==> config.mk <==
export PLATFORM = sky130hd
export DESIGN_NAME = alien_march_controller
export DESIGN_NICKNAME = d
export VERILOG_FILES = /design/src/rtl/alien_march_controller.sv
export SDC_FILE = /design/constraint.sdc
export NUM_CORES = 1
export LEC_CHECK = 0
export BUFFER_PORTS_ARGS = -buffer_cell sky130_fd_sc_hd__buf_2
export CAP_MARGIN = 40
export CORE_ASPECT_RATIO = 0.6
export CORE_MARGIN = 4
export CORE_UTILIZATION = 39
export CTS_CLUSTER_DIAMETER = 120
export CTS_CLUSTER_SIZE = 24
export DETAILED_ROUTE_END_ITERATION = 16
export PLACE_DENSITY_LB_ADDON = 0.05
export SYNTH_ARGS = -nofsm -noshare
export SYNTH_HDL_FRONTEND = slang
export SYNTH_SLANG_ARGS = --single-unit
==> constraint.sdc <==
create_clock -name clk -period 3.5 [get_ports clk]
set_clock_uncertainty 0.05 [all_clocks]
set_input_delay 0.35 -clock clk [delete_from_list [all_inputs] [get_ports clk]]
set_output_delay 0.35 -clock clk [all_outputs]
set_load 0.01 [all_outputs]
==> src/rtl/alien_march_controller.sv <==
// rtl/alien_march_controller.sv - alien formation march sequencer (step, descend, clear, invade)
// Publishes the formation offset and speeds the march up as aliens die.
module alien_march_controller #(
  parameter int STEP_X           = 4,
  parameter int STEP_Y           = 8,
  parameter int MIN_X            = 8,
  parameter int MAX_X            = 631,
  parameter int INVADE_Y         = 416,
  parameter int MIN_PERIOD       = 2,
  parameter int PERIOD_PER_ALIEN = 2
) (
  input  logic        clk,
  input  logic        rst,
  input  logic        start,
  input  logic        frame_tick,
  input  logic [4:0]  alive_count,
  input  logic [9:0]  left_x,
  input  logic [9:0]  right_x,
  input  logic [9:0]  bottom_y,
  output logic [10:0] offset_x,
  output logic [9:0]  offset_y,
  output logic        move_dir,
  output logic        step_pulse,
  output logic        descend_pulse,
  output logic        running,
  output logic        wave_cleared,
  output logic        invaded
);

  typedef enum logic [1:0] {IDLE, RUN, CLEARED, INVADED} state_t;

  state_t      state_q, state_d;
  logic [7:0]  cnt_q, cnt_d;
  logic [10:0] offset_x_d;
  logic [9:0]  offset_y_d;
  logic        move_dir_d;
  logic        step_d, descend_d;

  logic [15:0] period_wide;
  logic [7:0]  period;
  logic [8:0]  cnt_inc;
  logic        expire;
  logic        at_edge;
  logic        will_invade;
  logic [10:0] oy_sum;
  logic [9:0]  oy_desc;

  // Period is sampled from alive_count at the tick, so kills take effect immediately.
  always_comb begin
    period_wide = 16'(MIN_PERIOD) + 16'(alive_count) * 16'(PERIOD_PER_ALIEN);
    period      = (period_wide > 16'd255) ? 8'd255 : period_wide[7:0];
    cnt_inc     = {1'b0, cnt_q} + 9'd1;
    expire      = cnt_inc >= {1'b0, period};
    at_edge     = move_dir ? (({1'b0, right_x} + 11'(STEP_X)) > 11'(MAX_X))
                           : ({1'b0, left_x} < 11'(MIN_X + STEP_X));
    will_invade = ({1'b0, bottom_y} + 11'(STEP_Y)) >= 11'(INVADE_Y);
    oy_sum      = {1'b0, offset_y} + 11'(STEP_Y);
    oy_desc     = oy_sum[10] ? 10'h3ff : oy_sum[9:0];
  end

  always_comb begin
    state_d    = state_q;
    cnt_d      = cnt_q;
    offset_x_d = offset_x;
    offset_y_d = offset_y;
    move_dir_d = move_dir;
    step_d     = 1'b0;
    descend_d  = 1'b0;
    case (state_q)
      RUN: begin
        if (alive_count == 5'd0) begin
          state_d = CLEARED;
        end else if (frame_tick) begin
          if (expire) begin
            cnt_d = 8'd0;
            if (at_edge) begin
              offset_y_d = oy_desc;
              move_dir_d = ~move_dir;
              descend_d  = 1'b1;
              if (will_invade) state_d = INVADED;
            end else begin
              offset_x_d = move_dir ? offset_x + 11'(STEP_X) : offset_x - 11'(STEP_X);
              step_d     = 1'b1;
            end
          end else begin
            cnt_d = cnt_inc[7:0];
          end
        end
      end
      default: begin
        // start beats a coincident frame_tick: the counter simply restarts at zero
        if (start) begin
          state_d    = RUN;
          cnt_d      = 8'd0;
          offset_x_d = 11'd0;
          offset_y_d = 10'd0;
          move_dir_d = 1'b1;
        end
      end
    endcase
  end

  always_ff @(posedge clk or posedge rst) begin
    if (rst) begin
      state_q       <= IDLE;
      cnt_q         <= 8'd0;
      offset_x      <= 11'd0;
      offset_y      <= 10'd0;
      move_dir      <= 1'b1;
      step_pulse    <= 1'b0;
      descend_pulse <= 1'b0;
      running       <= 1'b0;
      wave_cleared  <= 1'b0;
      invaded       <= 1'b0;
    end else begin
      state_q       <= state_d;
      cnt_q         <= cnt_d;
      offset_x      <= offset_x_d;
      offset_y      <= offset_y_d;
      move_dir      <= move_dir_d;
      step_pulse    <= step_d;
      descend_pulse <= descend_d;
      running       <= (state_d == RUN);
      wave_cleared  <= (state_d == CLEARED);
      invaded       <= (state_d == INVADED);
    end
  end

endmodule
==> results of run 1 <==
==> metal layers <==
layer / vias to the layer above / GRT usage [%]
met5: - / 0
met3: 2 / 4.34
met4: 0 / 3.31
li1: 1046 / -
met1: 934 / 24.3
met2: 35 / 21.8
==> area by class of cell <==
cell class                      count  area (µm²)
Fill cell                         553        2850
Multi-Input combinational cell    194        1420
Sequential cell                    33         827
Timing Repair Buffer               62         328
Tap cell                           80         100
Clock buffer                        7        86.3
Inverter                           17        63.8
Clock inverter                      1        30.0
==> flip-flops by register name (all words and copies together), names as in the netlist <==
register and flops:
move_dir 1, cnt_q 8, invaded 1, step_pulse 1, running 1, wave_cleared 1
state_q 2, descend_pulse 1, offset_x 9, offset_y 8
==> worst reg2reg max path: stages, from the launching register on <==
cell and delay (ps):
dfrtp_1 460, ha_1 280, nand3_1 120, xnor2_1 160, ha_1 300, nand3_1 100
o221ai_2 230, a221oi_4 170, a21o_4 280, nand2b_4 220, or4_1 490, o21ai_1 80
==> through the flow <==
stage               hold WS (ps)  cell area [µm²]  setup slack (ps)
global route                57.2             2850               272
CTS                         32.8             2850               501
detailed placement           350             2740               522
global placement             447             2720               525
finish                      25.3             2850               509
floorplan                    425             2360               878
==> layout by cell type (no fill, tap or decap), types with 4 or more instances in the layout <==
| cell type | netlist | final |
|---|---|---|
| buf_2 | 0 | 58 |
| dfrtp_1 | 32 | 32 |
| nand2_1 | 21 | 21 |
| ha_1 | 20 | 20 |
| inv_1 | 17 | 17 |
| nand3_1 | 15 | 15 |
| o21ai_0 | 15 | 15 |
| nor2_1 | 14 | 14 |
| xnor2_1 | 9 | 9 |
| a32o_1 | 8 | 8 |
| a21oi_1 | 7 | 7 |
| clkbuf_8 | 0 | 6 |
| xor2_1 | 5 | 5 |
| o21ai_1 | 5 | 5 |
| o31ai_1 | 5 | 5 |
| nand2b_1 | 4 | 4 |
| a21o_1 | 4 | 4 |
==> power breakdown <==
group          internal (W)  switching (W)  leakage [nW]
clock network      0.000232       0.000146        0.0585
registers          0.000493       0.000123         0.425
logic              0.000389       0.000494         0.929
total               0.00111       0.000762          1.41
==> kinds of logic after synthesis <==
logic type               synth area share, %
AO/OA/AOI/OAI                           23.4
XOR/XNOR                                5.21
adder cells (fa/ha/maj)                 11.5
buffers and inverters                   4.79
flip-flops                              35.2
other                                  0.159
AND/OR/NAND/NOR                         19.8
==> path summary, 6_finish.rpt <==
kind | cells past startpoint | from | slack (ps) | end
setup / recovery | 11 | cnt_q[0] | 510 | offset_x[10]
hold / removal | 2 | rst | 30 | step_pulse
setup reg to reg | 11 | cnt_q[0] | 510 | offset_x[10]
hold reg to reg | 2 | offset_x[4] | 460 | offset_x[4]
max in group asynchronous | 3 | rst | 2820 | cnt_q[0]
min in group clk | 2 | start | 290 | state_q[0]
==> impl_results.md, run 1 <==
* Outcome: finished, final reports clean
* Routability cong. at 0.809
* Worst hold path class: input pin to asynchronous set/reset pin
* Netlist cell types at just over 60
* Final Max Tran Viols at 0
* Post-CTS setup buffers at 0
* EDFF count, synth at 0
* Worst path bufs/invs at 0
* Worst Max-Slew Pin Slew at approximately 540 ps
* Crit path arrival time at about 3200 ps
* Root Buffer: clkbuf_8
* Commonest cells post-synth: dfrtp_1, nand2_1, ha_1
* Asr flop ratio synth at 100%
* Critical path fanouts, max at 15
* Area Overhead vs Synth at 21.2%
* Layout cell share with drive strength beyond 1 at a little over a quarter
* N_diodes at 0
* Placed Cells at between 300 and 400
* MaxCap Viol Count at 0
* Synth top area share at roughly a third
* Pre-antenna DRT Iters at 4
* Top-count cell post-synth: dfrtp_1
* Post-route DRC at 0
* Non-Filler Instances at a little under 400
* Core area at ~5700 µm²
* Worst skew pair latency at ~290 ps
* RSZ-0062 raised after global routing: false
* Num Clock Sinks at 33
* Die area at about 7400 µm²
* Vias in the first global route at between 1.5k and 2k
* Nets@finish at ~370
* Clock transition at the registers of the reported paths at 70 ps
* Seq cells post-synth at 33
* Wl on met1 at 3130 µm
* Vias at 2017
* Worst vdd ir at 0.000296 V
* Clk buf depth at 2
* Post-Syn Instances at between 200 and 300
* Post-route minimum period at approximately 3000 ps
* Hold buffers post-CTS at 0
* Routed WL per cell at roughly 14 µm
* Total Power at roughly 0.0019 W
* Worst Setup End Kind: flop
* GRT Total Usage at about 16%
* Met3 WL at roughly 260 µm
* Initial Util at 41.3%
* Synth area leader: dfrtp_1
* CTS-repair resized insts at 0
* Final wirelength at around 5600 µm
* Register area share after synthesis at between 30% and 40%
* TritonCTS buffer count at 5
* Fmax at between 300 and 400 MHz
* CTS tree: yes
* Post-route ant nets at 0
* Post-DP HPWL at around 4400 µm
* Final setup vio count at 0
* DR iter-0 viols at 65
* Period Utilization, post-route at a little under nine tenths
* Yosys warnings at 0
* Worst path required time at roughly 3700 ps
* Grt total ovfl at 0
* Relative slew slack at between 60 and 70%
* I/O Pins at between 60 and 70
* IO Port Bufs at 58
* Antenna violations before repair at 0
* Row count at 21
* Die Wd at ~110 µm
* Die H at between 60 and 70 µm
* Avg Inst Size Synth at roughly 9.4 µm²
* Mapped Area at 2350 µm²
* Synth Flop Type: dfrtp_1
* Top Metal Used: met4
* CP peak stage delay at around 490 ps
* First-pass GRT wire length at ~9100 µm
* Vias per std cell at 5.12
* WS Path Type: flop to flop
* Slowest CP cell: or4_1
* Setup TNS Final at 0 ps
* Hold Vio Cnt, Final at 0
* Largest net degree at the start of global routing at 16
* Pwr dens at about 660 nW/µm²
* Leak at about 1.4 nW
* CP cell instances: ha_1 > nand3_1 > xnor2_1 > ha_1 > nand3_1 > o221ai_2 > a221oi_4 > a21o_4 > nand2b_4 > or4_1 > o21ai_1
* Synth area leaders: dfrtp_1, ha_1, a32o_1, nand2_1, xnor2_1
* H-Tree Level Count at 2
* CP top delay family: simple AND/OR/NAND/NOR gates
* Routed length on met2 at between 2000 and 2500 µm
* Core Util, Final at about half
* Startpoint class of the critical path: flop
Power figures use the tool's default switching activity.
==> run 2: changes to the inputs <==
--- a/config.mk
+++ b/config.mk
@@ -13,7 +13,7 @@
 export CTS_CLUSTER_DIAMETER = 120
 export CTS_CLUSTER_SIZE = 24
 export DETAILED_ROUTE_END_ITERATION = 16
-export PLACE_DENSITY_LB_ADDON = 0.05
+export PLACE_DENSITY = 0.7
 export SYNTH_ARGS = -nofsm -noshare
 export SYNTH_HDL_FRONTEND = slang
 export SYNTH_SLANG_ARGS = --single-unit
==> impl_results.md, run 2 (synthesis gave the netlist of run 1 again) <==
* Initial Util at 41.3% (unchanged)
* Core area at 5700 µm² (unchanged)
* Num Clock Sinks at 33 (unchanged)
* Non-Filler Instances at 392 (-0.51%)
* Hold Vio Cnt, Final at 0 (unchanged)
* Placed Cells at 385 (-0.26%)
* Critical path fanouts, max at 15 (unchanged)
* Die Wd at 108 µm (unchanged)
* Die H at 68.2 µm (unchanged)
* First-pass GRT wire length at 9110 µm (-0.31%)
* Sequential cell area at 827 µm² (unchanged)
* CP peak stage delay at 490 ps (about the same)
* Crit path arrival time at 3110 ps (-50 ps)
* N_diodes at 0 (unchanged)
* I/O Pins at 66 (unchanged)
* Post-DP HPWL at 4260 µm (-4.0%)
* Slowest CP cell: or4_1
* Final Max Tran Viols at 0 (unchanged)
* Final wirelength at 5520 µm (-0.67%)
* DR iter-0 viols at 91 (+40%)
* GRT Total Usage at 15.7% (-0.14 points)
* Commonest non-fill, non-tap cells in the layout: buf_2, dfrtp_1, nand2_1, ha_1, inv_1
* Clock transition at the registers of the reported paths at 70 ps (about the same)
* Period Utilization, post-route at 84.4% (-1.1 points)
* H-Tree Level Count at 2 (unchanged)
* Vias at 2072 (+2.7%)
* Register with the most flip-flops: offset_x
* Layout cell share with drive strength beyond 1 at 25.6% (-0.47 points)
* Largest net degree at the start of global routing at 34 (+18)
* Post-CTS setup buffers at 0 (unchanged)
* Antenna violations before repair at 0 (unchanged)
* Outcome: finished, final reports clean
* Vias per std cell at 5.29 (+3.3%)
* Die area at 7380 µm² (unchanged)
* Routability cong. at 0.793 (-2.0%)
* Grt total ovfl at 0 (unchanged)
* RSZ-0062 raised after global routing: false
* Max reg flops at 9 (unchanged)
* MaxCap Viol Count at 0 (unchanged)
* Fmax at 339 MHz (+1.3%)
* Post-route DRC at 0 (unchanged)
* Post-route minimum period at 2950 ps (-37.3 ps)
* CTS tree: yes
* DP Area at 2720 µm² (-0.55%)
* Vias in the first global route at 1937 (+4.0%)
* IO Port Bufs at 58 (unchanged)
* Worst hold path class: input pin to asynchronous set/reset pin
* Commonest non-fill, non-tap cell in the layout: buf_2
* Clk buf depth at 2 (unchanged)
* # fillers at 543 (-1.8%)
* CTS-repair resized insts at 0 (unchanged)
* Root Buffer: clkbuf_8
* Setup TNS Final at 0 ps (unchanged)
* Worst skew pair latency at 280 ps (about the same)
* Cell area after layout at 2810 µm² (-1.6%)
* Row count at 21 (unchanged)
* Leak at 1.39 nW (-1.5%)
* Pre-antenna DRT Iters at 4 (unchanged)
* Largest regs: offset_x x9, cnt_q x8, offset_y x8
* Worst Setup End Kind: flop
* Area Overhead vs Synth at 19.3%
* Footprint of the multi-input gates at 1420 µm² (unchanged)
* Worst vdd ir at 0.000401 V (+36%)
* Pwr dens at 640 nW/µm² (-2.8%)
* TritonCTS buffer count at 5 (unchanged)
* Worst path required time at 3660 ps (about the same)
* Nets@finish at 372 (-0.27%)
* Post-route ant nets at 0 (unchanged)
* Startpoint class of the critical path: flop
* WS Path Type: flop to flop
* Routed WL per cell at 14.1 µm (-0.16%)
* R2R cell count at 11 (unchanged)
* Final setup vio count at 0 (unchanged)
* Hold buffers post-CTS at 0 (unchanged)
* CP cell instances: ha_1 > nand3_1 > xnor2_1 > ha_1 > nand3_1 > o221ai_2 > a221oi_4 > a21o_4 > nand2b_4 > or4_1 > o21ai_1
[run 2: worst paths after layout]
| check | from | slack [ps] | endpoint |
|---|---|---|---|
| worst max-delay path | cnt_q[0] | 550 | offset_x[10] |
| worst min register to register | offset_x[5] | 470 | offset_x[5] |
| worst max register to register | cnt_q[0] | 550 | offset_x[10] |
| min in group clk | start | 300 | state_q[0] |
| max in group asynchronous | rst | 2960 | move_dir |
| worst min-delay path | rst | 110 | offset_x[8] |
[run 2: critical path: cells and delay by family (launching register included)]
family / cells / cell delay [ps]
AOI/OAI and AO/OA: 4 / 730
DFF: 1 / 450
xor gates and xnor gates: 1 / 170
and+or+nand+nor: 4 / 900
adders and majority gates: 2 / 570
[run 2: layer usage]
metal | global-route usage, % | vias up | share of wire, %
met2 | 23.6 | 63 | 41
met3 | 4.34 | 7 | 6.9
li1 | - | 1043 | -
met5 | 0 | - | 0
met1 | 22.4 | 959 | 51
met4 | 3.78 | 0 | 0.73
[run 2: report_power, final]
part / switching [W] / internal (W) / leakage (nW)
Combinational: 0.000494 / 0.000389 / 0.921
Clock: 0.000139 / 0.000156 / 0.0443
Sequential: 0.000123 / 0.000493 / 0.425
[run 2: cell type report]
cell class | instances | area share [%]
multi-input combinational | 194 | 50.5
clock buffer | 7 | 3.08
tap | 80 | 3.57
timing repair buffer | 61 | 11.1
sequential | 33 | 29.5
inverter | 17 | 2.27
[run 2: per-stage QoR]
step	utilization [%]	power, W	worst slack (ps)	hold WS, ps
after global routing	49.2	0.00195	342	137
after detailed placement	47.7	0.00151	553	421
after CTS	49.2	0.00180	544	118
after floorplan	-	0.00124	878	425
final	49.2	0.00180	546	107
after global placement	47.7	0.00147	611	416
